**config.mk**
```make
export PLATFORM = sky130hd
export DESIGN_NAME = crc16_byte_next
export DESIGN_NICKNAME = d
export VERILOG_FILES = /design/src/rtl/crc_chk_pkg.sv /design/src/rtl/crc16_byte_next.sv
export SDC_FILE = /design/constraint.sdc
export NUM_CORES = 1
export LEC_CHECK = 0
export BUFFER_PORTS_ARGS = -buffer_cell sky130_fd_sc_hd__buf_2
export CAP_MARGIN = 20
export CORE_AREA = 4 4 41 43
export DETAILED_ROUTE_END_ITERATION = 8
export DIE_AREA = 0 0 45 47
export PLACE_DENSITY = 0.71
export SETUP_SLACK_MARGIN = 0.15
export SLEW_MARGIN = 20
export SYNTH_ARGS = -nofsm -noshare
export SYNTH_HDL_FRONTEND = slang
export SYNTH_SLANG_ARGS = --single-unit
```
**constraint.sdc**
```tcl
create_clock -name vclk -period 1.5
set_input_delay 0 -clock vclk [all_inputs]
set_output_delay 0 -clock vclk [all_outputs]
set_load 0.02 [all_outputs]
```
**src/rtl/crc_chk_pkg.sv**
```systemverilog
// ---------------------------------------------------------------------------
// crc_chk_pkg
//   Shared constants and types for the CRC16-CCITT-X25 frame checker.
//   CRC_POLY    : generator polynomial x^16 + x^12 + x^5 + 1
//   CRC_INIT    : register preset at the start of every frame
//   CRC_RESIDUE : register value left by a frame whose FCS is correct, in the
//                 MSB-shifting register orientation used by crc16_byte_next
//   stateT      : receive FSM states
// ---------------------------------------------------------------------------
package crc_chk_pkg;

    localparam logic [15:0] CRC_POLY    = 16'h1021;
    localparam logic [15:0] CRC_INIT    = 16'hFFFF;
    localparam logic [15:0] CRC_RESIDUE = 16'h1D0F;

    typedef enum logic {
        IDLE = 1'b0,
        RECV = 1'b1
    } stateT;

endpackage

```
**src/rtl/crc16_byte_next.sv**
```systemverilog
// ---------------------------------------------------------------------------
// crc16_byte_next
//   Combinational one-byte CRC16 step. The register shifts towards bit 15 and
//   the data byte is consumed LSB first (reflected input), which is the X25
//   bit order on the wire.
// Ports
//   crcIn   [15:0] in  current CRC register value
//   data    [7:0]  in  byte to absorb
//   crcNext [15:0] out CRC register after absorbing data
// ---------------------------------------------------------------------------
module crc16_byte_next
    import crc_chk_pkg::*;
(
    input  logic [15:0] crcIn,
    input  logic [7:0]  data,
    output logic [15:0] crcNext
);

    logic [15:0] crcWork;

    // NOTE: blocking assignments here are deliberate; each loop pass must see
    // the value produced by the previous pass within the same evaluation.
    always_comb begin
        crcWork = crcIn;
        for (int i = 0; i < 8; i++) begin
            if (crcWork[15] ^ data[i]) begin
                crcWork = {crcWork[14:0], 1'b0} ^ CRC_POLY;
            end else begin
                crcWork = {crcWork[14:0], 1'b0};
            end
        end
        crcNext = crcWork;
    end

endmodule

```
==> impl_metrics.csv, run 1 <==
group,metric,value,unit
detailed_routing,drc,0,
global_route,grt_pass1_vias,287,
floorplan,initial_utilization,0.298,
power,vdd_drop_max,0.000298,V
setup_path,cp-start-kind,"primary input",
detailed_routing,dr.first_iter.drc_count,0,
setup_path,path_class,"primary input to output port",
finish,ff_latch_area,0,um^2
clocking,cts_resized,0,
finish,area_delta_synth_final,56.5,%
floorplan,fp.dieW,45,um
finish,insertedDiodeCount,0,
power,power.total,471,uW
hold_path,hold_path.class,"primary input to output port",
clocking,postCtsHoldBufs,0,
setup_path,worstPathMaxFanout,5,
finish,clockBufferCount,0,
timing,finalHoldViolCount,0,
placement,place_congestion,0.608,
timing,setup_viol,0,
timing,maxSlewHeadroom,0.742,
logic_synthesis,ys_seq_area_frac,0,
detailed_routing,drt-wirelength-per-cell,9.61,um
timing,timing.setup.tns,0,ns
logic_synthesis,synth_cell_types,8,
setup_path,worstPathRequired,1.50,ns
logic_synthesis,syn-cell-area,388,um^2
finish,finalNetCount,91,
global_route,grt_max_degree,6,
timing,worst_slew_pin_slew,0.384,ns
floorplan,die_h,47,um
detailed_routing,vias,323,
detailed_routing,wirelength,769,um
detailed_routing,drtAntennaViolNets,0,
logic_synthesis,yosys_warnings,0,
power,power_leakage,0.365,nW
detailed_routing,firstDrtPassIters,1,
timing,fmax,940,MHz
run_status,status,"finished clean",
timing,period_share,0.709,
setup_path,cp.arrival,1.06,ns
timing,slew_viol_final,0,
global_route,antenna_found_initial,0,
floorplan,dieArea,0.00212,mm^2
timing,grt_setup_unrepaired,"false",
power,power.density,776,mW/mm^2
global_route,grt_pass1_wl,1060,um
floorplan,core_area,0.00130,mm^2
global_route,grt_overflow,0,
logic_synthesis,syn_inst,25,
logic_synthesis,syn_area_per_cell,15.5,um^2
setup_path,crit_path_end_kind,"output port",
job,drv_cap,0,
finish,nFlopsAndLatches,0,
floorplan,ios,40,
placement,io_buffers,40,
finish,drive_gt1_frac,0.692,
detailed_routing,via_per_inst,4.04,
global_route,grt_use_total,0.0618,
logic_synthesis,synth_fp_nets,49,
clocking,cts_setup_buffers,0,
floorplan,rows,13,
timing,timing.final.crit_period,1.06,ns
==> worst paths after layout <==
path                  from     endpoint  depth (start not counted)
setup / recovery   data[2]  crcNext[13]                          4
hold / removal    crcIn[2]  crcNext[10]                          3
==> metrics by stage <==
stage	std cells	setup slack (ns)	hold slack, ns	cell area (um^2)	utilization
3_5_place_dp	80	0.422	0.289	607	0.466
3_3_place_gp	80	0.437	0.287	607	0.466
4_1_cts	80	0.421	0.289	607	0.466
5_1_grt	80	0.391	0.304	607	0.466
2_1_floorplan	25	0.660	0.142	388	-
6_report	80	0.437	0.289	607	0.466
==> worst max-delay path: stages <==
cell     delay [ns]
buf_2          0.11
xnor2_2        0.32
xor3_4         0.45
buf_2          0.18
==> cells by family (layout without fill, tap and decap cells) <==
logic type  count (synthesis)  in the layout  synth area share
buf+inv                     1             41           0.00967
xor+xnor                   24             24             0.990
==> power by group <==
group | switching (mW) | total (mW) | internal, mW
logic | 0.241 | 0.471 | 0.230
clock network | 0 | 0 | 0
registers | 0 | 0 | 0
total | 0.241 | 0.471 | 0.230
==> routing by layer <==
layer	routed length [um]	track usage
met3	146	0.00766
met2	354	0.121
met5	0	0
met4	0	0
met1	269	0.0755
==> layout by cell type, fill, tap and decap left out, drive strengths merged <==
| master | count |
|---|---|
| buf | 40 |
| xnor2 | 12 |
| xnor3 | 5 |
| xor3 | 4 |
| xor2 | 3 |
| inv | 1 |
==> final cells by class <==
| type | count | area, um^2 |
|---|---|---|
| fill | 132 | 694 |
| multi-input combinational | 24 | 384 |
| timing repair buffer | 40 | 200 |
| tap | 15 | 18.8 |
| inverter | 1 | 3.75 |
==> cell usage after synthesis, drive strengths merged <==
library cell | number | share of area
inv | 1 | 0.0097
xnor2 | 12 | 0.38
xor3 | 4 | 0.25
xnor3 | 5 | 0.29
xor2 | 3 | 0.068
No activity file was read; power rests on OpenSTA's default activity.
==> run 2, diff against run 1 <==
==> constraint.sdc (replaced) <==
create_clock -name vclk -period 1
set_input_delay 0 -clock vclk [all_inputs]
set_output_delay 0 -clock vclk [all_outputs]
set_load 0.02 [all_outputs]
==> impl_metrics.csv, run 2 (synthesis gave the netlist of run 1 again) <==
group,metric,value,unit
run_status,status,"finished clean",
power,power_leakage,0.499,nW
global_route,grt_use_total,0.0876,
setup_path,cp-start-kind,"primary input",
power,internal_power,573,uW
placement,io_buffers,40,
detailed_routing,via_per_inst,4.23,
placement,place_congestion,0.588,
timing,worst_slew_pin_slew,0.212,ns
timing,timing.setup.tns,0,ns
power,power.density,1090,mW/mm^2
setup_path,slowest_stage,"xnor3_1",
floorplan,die_h,47,um
timing,slew_viol_final,0,
global_route,grt_pass1_wl,1410,um
detailed_routing,firstDrtPassIters,2,
detailed_routing,dr.first_iter.drc_count,1,
timing,setup_viol,0,
timing,finalHoldViolCount,0,
finish,final_common_cell,"buf_2",
setup_path,crit_top_cell,"buf_6",
finish,nFlopsAndLatches,0,
floorplan,core_area,0.00130,mm^2
power,power_frac_comb,1.000,
finish,finalNetCount,104,
power,vdd_drop_max,0.000679,V
timing,setup_ws,0.0739,ns
floorplan,rows,13,
finish,ff_latch_area,0,um^2
finish,clockBufferCount,0,
global_route,met3_usage,0.0230,
power,switching_share,0.430,
global_route,antenna_found_initial,0,
job,drv_cap,0,
placement,pre_cts_ws,0.0390,ns
global_route,use_met1,0.0791,
detailed_routing,wirelength,1120,um
global_route,grt_overflow,0,
floorplan,ios,40,
floorplan,initial_utilization,0.298,
setup_path,crit_chain,"buf_6 > xnor2_2 > buf_4 > xnor3_1 > buf_6",
setup_path,cp_top_family,"XOR/XNOR gates",
detailed_routing,drtAntennaViolNets,0,
global_route,grt_pass1_vias,375,
hold_path,hold_path.class,"primary input to output port",
finish,layout_common_cells,"buf_2 (22), buf_6 (16), buf_4 (13), xnor2_4 (7), xnor3_1 (5)",
setup_path,cp_slowest_stage_delay,0.39,ns
global_route,use_met2,0.198,
timing,fmax,1080,MHz
detailed_routing,vias,393,
setup_path,path_class,"primary input to output port",
detailed_routing,drc,0,
detailed_routing,drt-wirelength-per-cell,12.0,um
finish,multi_input_area,482,um^2
power,pwr-share-seq,0,
timing,timing.final.crit_period,0.926,ns
finish,area_delta_synth_final,138,%
setup_path,crit_buf_inv,3,
floorplan,dieArea,0.00212,mm^2
finish,insertedDiodeCount,0,
timing,period_share,0.926,
setup_path,cp.arrival,0.93,ns
power,clock_power_share,0,
finish,drive_gt1_frac,0.795,
global_route,top_usage_layer,"met2",
setup_path,crit_path_end_kind,"output port",
global_route,grt_max_degree,5,
power,switchingPower,432,uW
floorplan,fp.dieW,45,um
finish,fillCellCount,88,
timing,maxSlewHeadroom,0.859,
finish,utilization,0.709,
timing,grt_setup_unrepaired,"true",
setup_path,worstPathMaxFanout,2,
placement,place_hpwl,757,um
setup_path,worstPathRequired,1.00,ns
==> run 2: changes by cell type in the layout (fill, tap and decap cells not counted) <==
cell     delta
buf_2      -18
buf_4      +13
buf_6      +16
buf_8       +2
xnor2_1     -4
xnor2_2     -2
xnor2_4     +6
==> run 2: layout make-up <==
cell class	instances	area share
repair buffers	53	0.453
inverters	1	0.00407
well taps	15	0.0204
multi-input cells	24	0.522
==> run 2: worst min-delay path, stage by stage <==
cell and delay (ns):
buf_2 0.09, xnor2_1 0.06, buf_2 0.15
==> run 2: per-stage QoR <==
step | power [mW] | std cells | instance area, um^2 | hold WS (ns)
2_1_floorplan | 0.501 | 25 | 388 | 0.142
3_3_place_gp | 0.743 | 86 | 652 | 0.285
5_1_grt | 1.06 | 93 | 922 | 0.298
3_5_place_dp | 0.749 | 86 | 652 | 0.287
6_report | 1.00 | 93 | 922 | 0.293
4_1_cts | 0.866 | 89 | 779 | 0.288
==> run 2: routing by layer <==
layer  share of wire  routed length [um]
met1            0.28                 309
met2            0.54                 599
met3            0.19                 208
met4               0                   0
met5               0                   0
==> run 2: timing repair <==
| action | in CTS | in global routing |
|---|---|---|
| endpoints found under the setup margin | 9 | 11 |
| setup buffers | 3 | 4 |
| pin swaps | 7 | 6 |
| resized for setup | 17 | 27 |
| hold buffers | 0 | 0 |
==> run 2: final timing paths <==
kind                endpoint     start  cells past startpoint  slack, ns
setup / recovery  crcNext[6]   data[6]                      5       0.07
hold / removal    crcNext[9]  crcIn[1]                      3       0.29
==> run 2: power by group through the flow <==
stage               clock [mW]  combinational (mW)  sequential [mW]
floorplan                    0               0.501                0
global placement             0               0.743                0
detailed placement           0               0.749                0
CTS                          0               0.866                0
global route                 0                1.06                0
finish                       0                1.00                0
==> run 3, diff against run 2 <==
==> constraint.sdc (replaced) <==
create_clock -name vclk -period 1
set_input_delay 0 -clock vclk [all_inputs]
set_output_delay 0 -clock vclk [all_outputs]
set_load 0.1 [all_outputs]
==> impl_metrics.csv, run 3 <==
group,metric,value,unit
run_status,status,"aborted with a tool error",
logic_synthesis,synth_cell_types,8,
placement,dp.cells,90,
clocking,cts_setup_buffers,6,
logic_synthesis,synthXorXnorAreaFrac,0.990,
placement,placed_area,0.00112,mm^2
logic_synthesis,ys_top_cells_by_area,"xnor3_1 (29%), xor3_1 (18%), xnor2_1 (18%)",
run_status,firstError,"[ERROR DPL-0038] Utilization greater than 100%, impossible to legalize",
floorplan,ios,40,
placement,io_buffers,40,
logic_synthesis,ys_seq_area_frac,0,
logic_synthesis,syn_inst,25,
clocking,postCtsHoldBufs,0,
logic_synthesis,yosys-mux-area-fraction,0,
logic_synthesis,synth_fa_ha_area_frac,0,
logic_synthesis,synth_fp_nets,49,
clocking,cts_resized,56,
logic_synthesis,synth_compound_area_frac,0,
run_status,failing_step,"clock tree synthesis",
logic_synthesis,yosysMostFrequentCell,"xnor2_1",
logic_synthesis,syn_area_per_cell,15.5,um^2
floorplan,die_h,47,um
floorplan,fp.dieW,45,um
logic_synthesis,synthTopCellsByCount,"xnor2_1 (8), xnor3_1 (5), xnor2_2 (3), xor2_1 (3), xor3_1 (3)",
floorplan,initial_utilization,0.298,
logic_synthesis,yosys.area.top_type,"xnor3_1",
logic_synthesis,synthSimpleGateAreaFrac,0,
floorplan,rows,13,
logic_synthesis,syn-cell-area,388,um^2
logic_synthesis,yosysTopAreaCellShare,0.290,
placement,place_congestion,0.631,
logic_synthesis,yosys_warnings,0,
logic_synthesis,synth_top_family_by_area,"XOR/XNOR gates",
placement,place_hpwl,1350,um
run 3: cell counts after synthesis:
Identical to the previous run, type by type.
run 3: cells by family after synthesis:
| logic type | count (synthesis) |
|---|---|
| buffers and inverters | 1 |
| XOR/XNOR | 24 |
run 3: per-stage QoR:
stage	hold slack, ns	setup WS [ns]	utilization
detailed placement	0.374	-0.205	0.861
global placement	0.352	-0.151	0.861
floorplan	0.222	-0.526	-
==> run 4, diff against run 3 <==
--- a/config.mk
+++ b/config.mk
@@ -7,11 +7,10 @@
 export LEC_CHECK = 0
 export BUFFER_PORTS_ARGS = -buffer_cell sky130_fd_sc_hd__buf_2
 export CAP_MARGIN = 20
-export CORE_AREA = 4 4 41 43
+export CORE_AREA = 4 4 65 67
 export DETAILED_ROUTE_END_ITERATION = 8
-export DIE_AREA = 0 0 45 47
-export PLACE_DENSITY = 0.71
-export SETUP_SLACK_MARGIN = 0.15
+export DIE_AREA = 0 0 69 71
+export PLACE_DENSITY_LB_ADDON = 0.15
 export SLEW_MARGIN = 20
 export SYNTH_ARGS = -nofsm -noshare
 export SYNTH_HDL_FRONTEND = slang
==> impl_metrics.csv, run 4 (synthesis gave the netlist of run 1 again) <==
group,metric,value,unit
run_status,status,"finished clean",
floorplan,ios,40,
setup_path,cp.arrival,1.00,ns
finish,finalNetCount,107,
detailed_routing,via_per_inst,3.12,
timing,maxSlewHeadroom,0.846,
timing,timing.final.crit_period,0.996,ns
global_route,grt_pass1_wl,2170,um
finish,layout_common_cells,"buf_12 (17), buf_6 (12), buf_2 (11), buf_4 (11), xnor2_4 (10)",
setup_path,crit_path_end_kind,"output port",
setup_path,cp-start-kind,"primary input",
finish,area_delta_synth_final,255,%
finish,final_common_cell,"buf_12",
hold_path,hold_path.class,"primary input to output port",
power,internal_power,1.10,mW
timing,worst_slew_pin_slew,0.231,ns
setup_path,path_class,"primary input to output port",
setup_path,cp_num_cells,5,
power,clock_power_share,0,
power,switching_share,0.574,
job,drv_cap,0,
placement,place_congestion,0.624,
finish,nFlopsAndLatches,0,
placement,pre_cts_ws,-0.130,ns
power,power_frac_comb,1.000,
timing,finalHoldViolCount,0,
setup_path,cp_slowest_stage_delay,0.42,ns
finish,clockBufferCount,0,
global_route,antenna_found_initial,0,
floorplan,core_area,0.00363,mm^2
power,power.density,1880,mW/mm^2
global_route,grt_overflow,0,
timing,slew_viol_final,0,
setup_path,worstPathMaxFanout,2,
global_route,grt_use_total,0.0519,
timing,fmax,1000,MHz
timing,period_share,0.996,
setup_path,worstPathRequired,1.00,ns
placement,io_buffers,40,
setup_path,cp_top_family,"XOR/XNOR gates",
floorplan,rows,22,
finish,drive_gt1_frac,0.975,
timing,timing.setup.tns,0,ns
detailed_routing,drt-wirelength-per-cell,9.47,um
clocking,postCtsHoldBufs,0,
power,switchingPower,1.49,mW
global_route,grt_pass1_vias,452,
timing,setup_viol,0,
finish,insertedDiodeCount,0,
detailed_routing,drtAntennaViolNets,0,
detailed_routing,drc,0,
floorplan,dieArea,0.00490,mm^2
floorplan,fp.dieW,69,um
global_route,grt_max_degree,5,
timing,setup_ws,0.00402,ns
finish,ff_latch_area,0,um^2
power,pwr-share-seq,0,
power,vdd_drop_max,0.000869,V
detailed_routing,firstDrtPassIters,3,
detailed_routing,vias,402,
detailed_routing,dr.first_iter.drc_count,4,
placement,place_hpwl,1110,um
setup_path,crit_chain,"buf_8 > xnor2_4 > buf_6 > xnor3_2 > buf_12",
setup_path,crit_buf_inv,3,
floorplan,initial_utilization,0.107,
detailed_routing,wirelength,1220,um
power,power_leakage,0.646,nW
timing,grt_setup_unrepaired,"true",
floorplan,die_h,71,um
hold_path,holdPathStages,3,
setup_path,slowest_stage,"xnor3_2",
run 4: final timing paths:
check      from         end
max    crcIn[8]  crcNext[5]
min    crcIn[1]  crcNext[9]
run 4: metrics by stage:
| stage | utilization | power [mW] | area (um^2) | cells | hold slack [ns] |
|---|---|---|---|---|---|
| floorplan | - | 1.61 | 593 | 25 | 0.222 |
| global placement | 0.325 | 2.49 | 1180 | 123 | 0.358 |
| global route | 0.378 | 2.66 | 1380 | 129 | 0.365 |
| finish | 0.378 | 2.59 | 1380 | 129 | 0.353 |
| detailed placement | 0.325 | 2.50 | 1180 | 123 | 0.359 |
| CTS | 0.357 | 2.57 | 1300 | 129 | 0.359 |
run 4: power groups by stage:
stage                     clock, mW  sequential [mW]  combinational, mW
after floorplan                   0                0               1.61
after global placement            0                0               2.49
after detailed placement          0                0               2.50
after CTS                         0                0               2.57
after global routing              0                0               2.66
final                             0                0               2.59
run 4: area by class of cell:
class	instances	area (um^2)
Fill cell	367	2260
Timing Repair Buffer	56	688
Multi-Input combinational cell	24	623
Tap cell	48	60.1
Inverter	1	3.75
run 4: per-layer routing:
layer  share of wire  up-vias  GRT usage
li1                -      195          -
met1            0.33      186     0.0679
met2            0.56       21     0.0900
met3            0.11        0     0.0156
met4               0        0          0
met5               0        -          0
run 4: timing repair:
action / in CTS / in global routing
endpoints found under the setup margin: 8 / 5
buffers inserted: 6 / 0
resized for setup: 16 / 16
pin swaps: 10 / 6
